--- config.mk ---
export PLATFORM = sky130hd
export DESIGN_NAME = dmem_ctrl
export DESIGN_NICKNAME = d
export VERILOG_FILES = /design/src/rtl/dmem_ctrl.sv
export SDC_FILE = /design/constraint.sdc
export NUM_CORES = 2
export LEC_CHECK = 0
export CORE_ASPECT_RATIO = 1.75
export CORE_MARGIN = 1
export CORE_UTILIZATION = 30
export DETAILED_ROUTE_END_ITERATION = 12
export PLACE_DENSITY = 0.42
export RECOVER_POWER = 25
export SYNTH_ARGS = -nofsm -noshare
export SYNTH_HDL_FRONTEND = slang
export SYNTH_SLANG_ARGS = --single-unit
--- constraint.sdc ---
create_clock -name clk -period 10.25 [get_ports clk]
set_input_delay 2.05 -clock clk [delete_from_list [all_inputs] [get_ports clk]]
set_output_delay 2.05 -clock clk [all_outputs]
set_load 0.1 [all_outputs]
--- src/rtl/dmem_ctrl.sv ---
// dmem_ctrl: single-port data memory for the data side of the Harvard core.
// Only one request/response transaction is in flight at a time.
// Features:
//   - configurable width and depth
//   - byte-lane write strobes
//   - programmable wait states between accept and response
//   - out-of-range error reporting
//
// Ports:
//   clk, rst_n   clock (rising edge) and synchronous active-low reset
//   req_valid    request present
//   req_ready    request can be accepted (high only in IDLE)
//   req_we       1 = store, 0 = load
//   req_addr     word address
//   req_wdata    store data
//   req_wstrb    byte-lane enables for stores
//   resp_valid   response present
//   resp_ready   consumer takes the response
//   resp_rdata   load data (0 for stores and errors)
//   resp_err     address >= DEPTH
module dmem_ctrl #(
    parameter int unsigned DATA_W      = 16,
    parameter int unsigned ADDR_W      = 8,
    parameter int unsigned DEPTH       = 256,
    parameter int unsigned WAIT_CYCLES = 0
) (
    input  logic                clk,
    input  logic                rst_n,
    input  logic                req_valid,
    output logic                req_ready,
    input  logic                req_we,
    input  logic [ADDR_W-1:0]   req_addr,
    input  logic [DATA_W-1:0]   req_wdata,
    input  logic [DATA_W/8-1:0] req_wstrb,
    output logic                resp_valid,
    input  logic                resp_ready,
    output logic [DATA_W-1:0]   resp_rdata,
    output logic                resp_err
);

    localparam int unsigned     STRB_W    = DATA_W / 8;
    localparam int unsigned     IDX_W     = (DEPTH > 1) ? $clog2(DEPTH) : 1;
    localparam logic [ADDR_W:0] DEPTH_L   = (ADDR_W + 1)'(DEPTH);
    localparam logic [3:0]      WAIT_INIT = (WAIT_CYCLES > 0) ? 4'(WAIT_CYCLES - 1) : 4'd0;

    typedef enum logic [1:0] {ST_IDLE, ST_WAIT, ST_RESP} state_t;

    state_t              state_q, state_d;
    logic [3:0]          cnt_q, cnt_d;
    logic                we_q, we_d;
    logic [ADDR_W-1:0]   addr_q, addr_d;
    logic [DATA_W-1:0]   wdata_q, wdata_d;
    logic [STRB_W-1:0]   wstrb_q, wstrb_d;
    logic [DATA_W-1:0]   resp_rdata_q, resp_rdata_d;
    logic                resp_err_q, resp_err_d;

    logic [DATA_W-1:0]   mem [DEPTH];

    // Commit happens on the edge that enters RESP. With no wait states that
    // edge is the accept edge itself, so the live request inputs are used
    // instead of the latched copy.
    logic                c_en, c_we, c_in_range;
    logic [ADDR_W-1:0]   c_addr;
    logic [DATA_W-1:0]   c_wdata;
    logic [STRB_W-1:0]   c_wstrb;
    logic [IDX_W-1:0]    c_idx;

    always_comb begin
        c_en    = 1'b0;
        c_we    = we_q;
        c_addr  = addr_q;
        c_wdata = wdata_q;
        c_wstrb = wstrb_q;
        if (state_q == ST_IDLE && req_valid && WAIT_CYCLES == 0) begin
            c_en    = 1'b1;
            c_we    = req_we;
            c_addr  = req_addr;
            c_wdata = req_wdata;
            c_wstrb = req_wstrb;
        end else if (state_q == ST_WAIT && cnt_q == '0) begin
            c_en = 1'b1;
        end
        // A reset edge discards the transaction, including any pending write.
        c_en       = c_en & rst_n;
        c_in_range = ({1'b0, c_addr} < DEPTH_L);
        c_idx      = c_addr[IDX_W-1:0];
    end

    // State register
    always_ff @(posedge clk) begin
        if (!rst_n) begin
            state_q      <= ST_IDLE;
            cnt_q        <= '0;
            resp_rdata_q <= '0;
            resp_err_q   <= 1'b0;
        end else begin
            state_q      <= state_d;
            cnt_q        <= cnt_d;
            resp_rdata_q <= resp_rdata_d;
            resp_err_q   <= resp_err_d;
        end
    end

    always_ff @(posedge clk) begin
        we_q    <= we_d;
        addr_q  <= addr_d;
        wdata_q <= wdata_d;
        wstrb_q <= wstrb_d;
    end

    // Memory is never cleared by reset.
    always_ff @(posedge clk) begin
        if (c_en && c_we && c_in_range) begin
            for (int unsigned i = 0; i < STRB_W; i++) begin
                if (c_wstrb[i]) begin
                    mem[c_idx][8*i +: 8] <= c_wdata[8*i +: 8];
                end
            end
        end
    end

    // Next-state logic
    always_comb begin
        state_d      = state_q;
        cnt_d        = cnt_q;
        we_d         = we_q;
        addr_d       = addr_q;
        wdata_d      = wdata_q;
        wstrb_d      = wstrb_q;
        resp_rdata_d = resp_rdata_q;
        resp_err_d   = resp_err_q;
        unique case (state_q)
            ST_IDLE: begin
                if (req_valid) begin
                    we_d    = req_we;
                    addr_d  = req_addr;
                    wdata_d = req_wdata;
                    wstrb_d = req_wstrb;
                    if (WAIT_CYCLES > 0) begin
                        state_d = ST_WAIT;
                        cnt_d   = WAIT_INIT;
                    end else begin
                        state_d = ST_RESP;
                    end
                end
            end
            ST_WAIT: begin
                if (cnt_q == '0) begin
                    state_d = ST_RESP;
                end else begin
                    cnt_d = cnt_q - 4'd1;
                end
            end
            ST_RESP: begin
                if (resp_ready) begin
                    state_d = ST_IDLE;
                end
            end
            default: state_d = ST_IDLE;
        endcase
        if (c_en) begin
            resp_rdata_d = (!c_we && c_in_range) ? mem[c_idx] : '0;
            resp_err_d   = !c_in_range;
        end
    end

    // Output logic
    always_comb begin
        req_ready  = (state_q == ST_IDLE);
        resp_valid = (state_q == ST_RESP);
        resp_rdata = resp_rdata_q;
        resp_err   = resp_err_q;
    end

endmodule
# Yosys cells after proc, flatten, opt, wreduce, memory -nomap -nowiden
# Memories as Yosys holds them, arrays and structs flattened.
# Cells that the tools add are included.
# classes
muxes	17
eq_ne	5
add_sub_neg	1
n_reduce_logical	8
bitwise_logic	2
# op_table
cell	count
16-bit 2-to-1 mux	2
1-bit 2-to-1 mux	9
2-bit 2-to-1 mux	4
8-bit 2-to-1 mux	1
2-bit case mux with 3 select lines	1
4-bit zero test	1
2-bit by 1-bit != test with 1-bit output (second input constant)	2
2-bit AND reduction	2
4-bit by 1-bit subtractor with 4-bit output (second input constant)	1
1-bit logical AND	3
3-bit AND reduction	1
2-bit by 1-bit == test with 1-bit output (second input constant)	1
2-bit == test (second input constant)	1
2-bit zero test	1
2-bit != test (second input constant)	1
1-bit bitwise AND	1
1-bit NOT	1
# totals
inputBits	31
memories	1
ff_bits	49
ram_bits	4096
out_inout_bits	19
wordCells	41
# memory_table
memory	depth	word_bits	read_ports	rd_ports_with_merged_regs	write_ports	line	source
mem	256	16	1	0	1	57	logic [DATA_W-1:0] mem [DEPTH];

# Longest topological paths before layout
# logic_depth
depth_word	8
depth_mapped	14
mapped_depth_nobuf	10

# Worst setup path after synthesis
# Ideal clock, no wire load.
# synth_timing
kind	input port to flip-flop
startpoint	input port req_valid
endpoint	memory mem[0][10], data pin
slack_ns	2.670
required_time_ns	9.430
setup_time_ns	0.820
t_arrival_ns	6.760
cell_stages	8
path_buffers	4
path_cell_list	nand2b_1 -> buf_6 -> inv_1 -> buf_2 -> buf_1 -> clkbuf_1 -> nand2_1 -> nand2_1
# synth_between
elab_chain_len	2
# synth_lines
item	line	source
start: declaration	29	input logic req_valid,
1-bit logical AND	74	if (state_q == ST_IDLE && req_valid && WAIT_CYCLES == 0) begin
16-bit 2-to-1 mux	74	
named net c_wdata[10]	64	logic [DATA_W-1:0] c_wdata;
end: declaration	57	
# The timed path passes the listed nets, and every way through them passes these cells.

# Final worst setup path
# layout_timing
startpoint	input port req_valid
endpoint	memory mem[178][10], data pin
# The elaborated chain is that of the path after synthesis.

==> impl_metrics.py <==
metrics = {
    "pwr": {
        "power.leakage_nw": 49.9,
        "ir_drop_v": 0.000152,
        "p_per_area_nw_per_um2": 210,
    },
    "place": {
        "dp_hpwl_mm": 328,
        "dp.cells": 15100,
        "routabilityCongestion": 0.826,
        "port_buffers": 48,
    },
    "sta": {
        "fin_skew_ns": 0.0854,
        "finalSetupViolCount": 0,
        "finalCritPeriodShare_pct": 80.8,
        "finalSetupTns_ns": 0,
        "rsz0062_at_grt": "false",
        "hold_viol_final": 0,
        "slew_viol_final": 1165,
        "fin_crit_ns": 8.28,
        "relSlewSlack_pct": -114,
        "worst-slew-pin-transition_ns": 3.21,
        "max_freq_mhz": 121,
    },
    "synthesis": {
        "synth.area.top_cells": "edfxtp_1, o22ai_1, o21ai_0, nor2_1, a41oi_1",
        "synthTopCellsByCount": "edfxtp_1, o22ai_1, o21ai_0",
        "synth_most_common_cell": "edfxtp_1",
        "synth_top_area_cell": "edfxtp_1",
        "syn_avg_cell_area_um2": 16.8,
        "synth_flop_cell": "edfxtp_1",
        "synth_area_um2": 151000,
        "synth_top_area_share_pct": 81.9,
        "syn-num-nets": 9004,
        "ys_warn_count": 0,
        "synth-edff-count": 4120,
        "syn_inst": 8973,
        "ys_ff_latch": 4137,
        "synthArstFlopShare_pct": 0,
        "synth.yosys.seq_area_share_pct": 82.1,
        "ys_types": 46,
    },
    "floorplan": {
        "fp.dieH_um": 941,
        "die_w_um": 538,
        "core_area_um2": 501000,
        "core.rowCount": 344,
        "dieArea_um2": 507000,
        "ios": 50,
        "start_util_pct": 30.1,
    },
    "routing": {
        "drtPass1Iterations": 8,
        "postRouteAntennaNets": 0,
        "wl_per_cell_um": 33.7,
        "via_per_inst": 5.49,
        "drt_first_iter_violations": 7850,
        "routed_wl_mm": 534,
        "vias": 87000,
        "drc": 0,
    },
    "grt": {
        "track_usage_pct": 20.5,
        "grt_remaining_overflow": 0,
        "met2_usage_pct": 38.2,
        "grt_pass1_vias": 89200,
        "grt_antenna_before_repair": 35,
        "use_met1_pct": 23.0,
        "grt_pass1_wl_mm": 734,
        "grt-busiest-layer": "met2",
        "grt_max_degree": 154,
        "use_met3_pct": 1.99,
    },
    "layout": {
        "num-nets-final": 8982,
        "instances_no_fill": 15800,
        "seqCellArea_um2": 124000,
        "drive_gt1_share_pct": 8.96,
        "area_growth_pct": 13.9,
        "multi_input_area_um2": 24600,
        "fillCellCount": 47400,
    },
    "worst_setup_path": {
        "cp.arrival_ns": 8.76,
        "path_cells": "dlygate4sd3_1, nand2b_1, inv_1, buf_4, nand2_1, nand2_1, clkbuf_1",
        "end_kind": "flop",
        "cp_max_fo": 48,
        "cp_common_cell": "nand2_1",
        "critPathMaxStageDelay_ns": 1.78,
        "required_ns": 10.73,
        "start_kind": "primary input",
        "cp_slowest_cell": "nand2_1",
        "critical_path_class": "primary input to flop",
    },
    "cts": {
        "cts_hold_buf": 0,
        "clkTransAtPathRegs_ns": 0.07,
        "clock_latency_ns": 1.00,
        "cts_made_buffers": 376,
        "cts_tree": "yes",
        "numClockSinks": 4137,
        "htree_num_levels": 5,
        "cts_resized": 0,
        "cts-root-buf": "clkbuf_16",
        "postCtsSetupRepairBufs": 0,
        "cts_max_path_buffers": 4,
    },
    "run_status": {
        "violations": "capacitance limit, slew limit",
        "status": "finished, violations left",
    },
    "job": {
        "cap_viol_max_count": 27,
    },
    "worst_hold_path": {
        "hold_class": "flop to flop",
    },
}
[registers in the layout, summed over array words and instances, names as in the netlist]
name	flops
addr_q	8
mem	4096
resp_rdata	16
state_q	1
wdata_q	16
[cell usage in the layout, fill, tap and decap left out, types with 16 or more instances in the layout]
cell           instances
clkbuf_1              87
clkinv_1              82
edfxtp_1            4120
dfxtp_1               17
clkinv_2              58
o21ai_1               50
o21ai_0              949
buf_12                58
a221oi_1              64
nand3_1               23
nand2_1               99
nand4_1               39
bufinv_16             42
nand2_4               16
a41oi_1              208
a22o_1                64
clkbuf_16            383
nor4_1                20
nor2_1               526
buf_4                161
o22ai_1             1960
dlygate4sd3_1         29
clkinvlp_4            22
[worst max-delay path: cells and delay by family]
family,cells,cell delay (ns)
and+or+nand+nor,3,2.91
buffers and inverters,4,3.46
[logic make-up (layout without fill, tap and decap cells)]
family	count (synthesis)	count (layout)	share of synthesized area, %
AO/OA/AOI/OAI	3366	3366	13.7
AND/OR/NAND/NOR	768	768	2.10
buffers and inverters	694	972	1.99
flip-flops	4137	4137	82.1
other	1	12	0.00248
multiplexers	7	7	0.0580
[metal layers]
layer / share of wire, % / up-vias
met3: 4.1 / 759
li1: - / 37300
met5: 0.0077 / -
met1: 37 / 46300
met2: 53 / 2665
met4: 5.8 / 6
[layout make-up]
class,instances,share of cell area (%)
Clock buffer,448,5.72
Timing Repair Buffer,286,1.70
Sequential cell,4137,72.1
Inverter,8,0.0175
Clock inverter,230,1.34
Antenna cell,11,0.0160
Tap cell,6574,4.78
Multi-Input combinational cell,4142,14.3
[through the flow]
step                      hold slack (ns)  total power, mW  utilization (%)  area [µm²]  worst slack [ns]
after floorplan                     0.880             20.7                -      151000              2.67
after global placement              0.554             22.1             31.9      160000              1.55
after detailed placement            0.562             22.2             31.9      160000              2.25
after CTS                           0.574             36.4             34.3      172000              3.29
after global routing                0.594             37.0             34.3      172000              1.69
final                               0.559             36.1             34.3      172000              1.97
[report_power, final]
group | internal [mW] | switching [mW] | leakage [nW]
Sequential | 18.9 | 0.0193 | 37.3
Clock | 7.93 | 6.41 | 5.89
Combinational | 0.575 | 2.29 | 6.66
[final timing paths]
path                      startpoint                       to  slack (ns)  cells after the start
max                        req_valid   mem[178][10]$_DFFE_PP_        1.97                      7
min          state_q[1]$_SDFFE_PN0P_  state_q[1]$_SDFFE_PN0P_        0.56                      2
max reg2reg  state_q[1]$_SDFFE_PN0P_   mem[178][10]$_DFFE_PP_        3.14                      5
min reg2reg  state_q[1]$_SDFFE_PN0P_  state_q[1]$_SDFFE_PN0P_        0.56                      2
No activity file was read; power rests on OpenSTA's default activity.
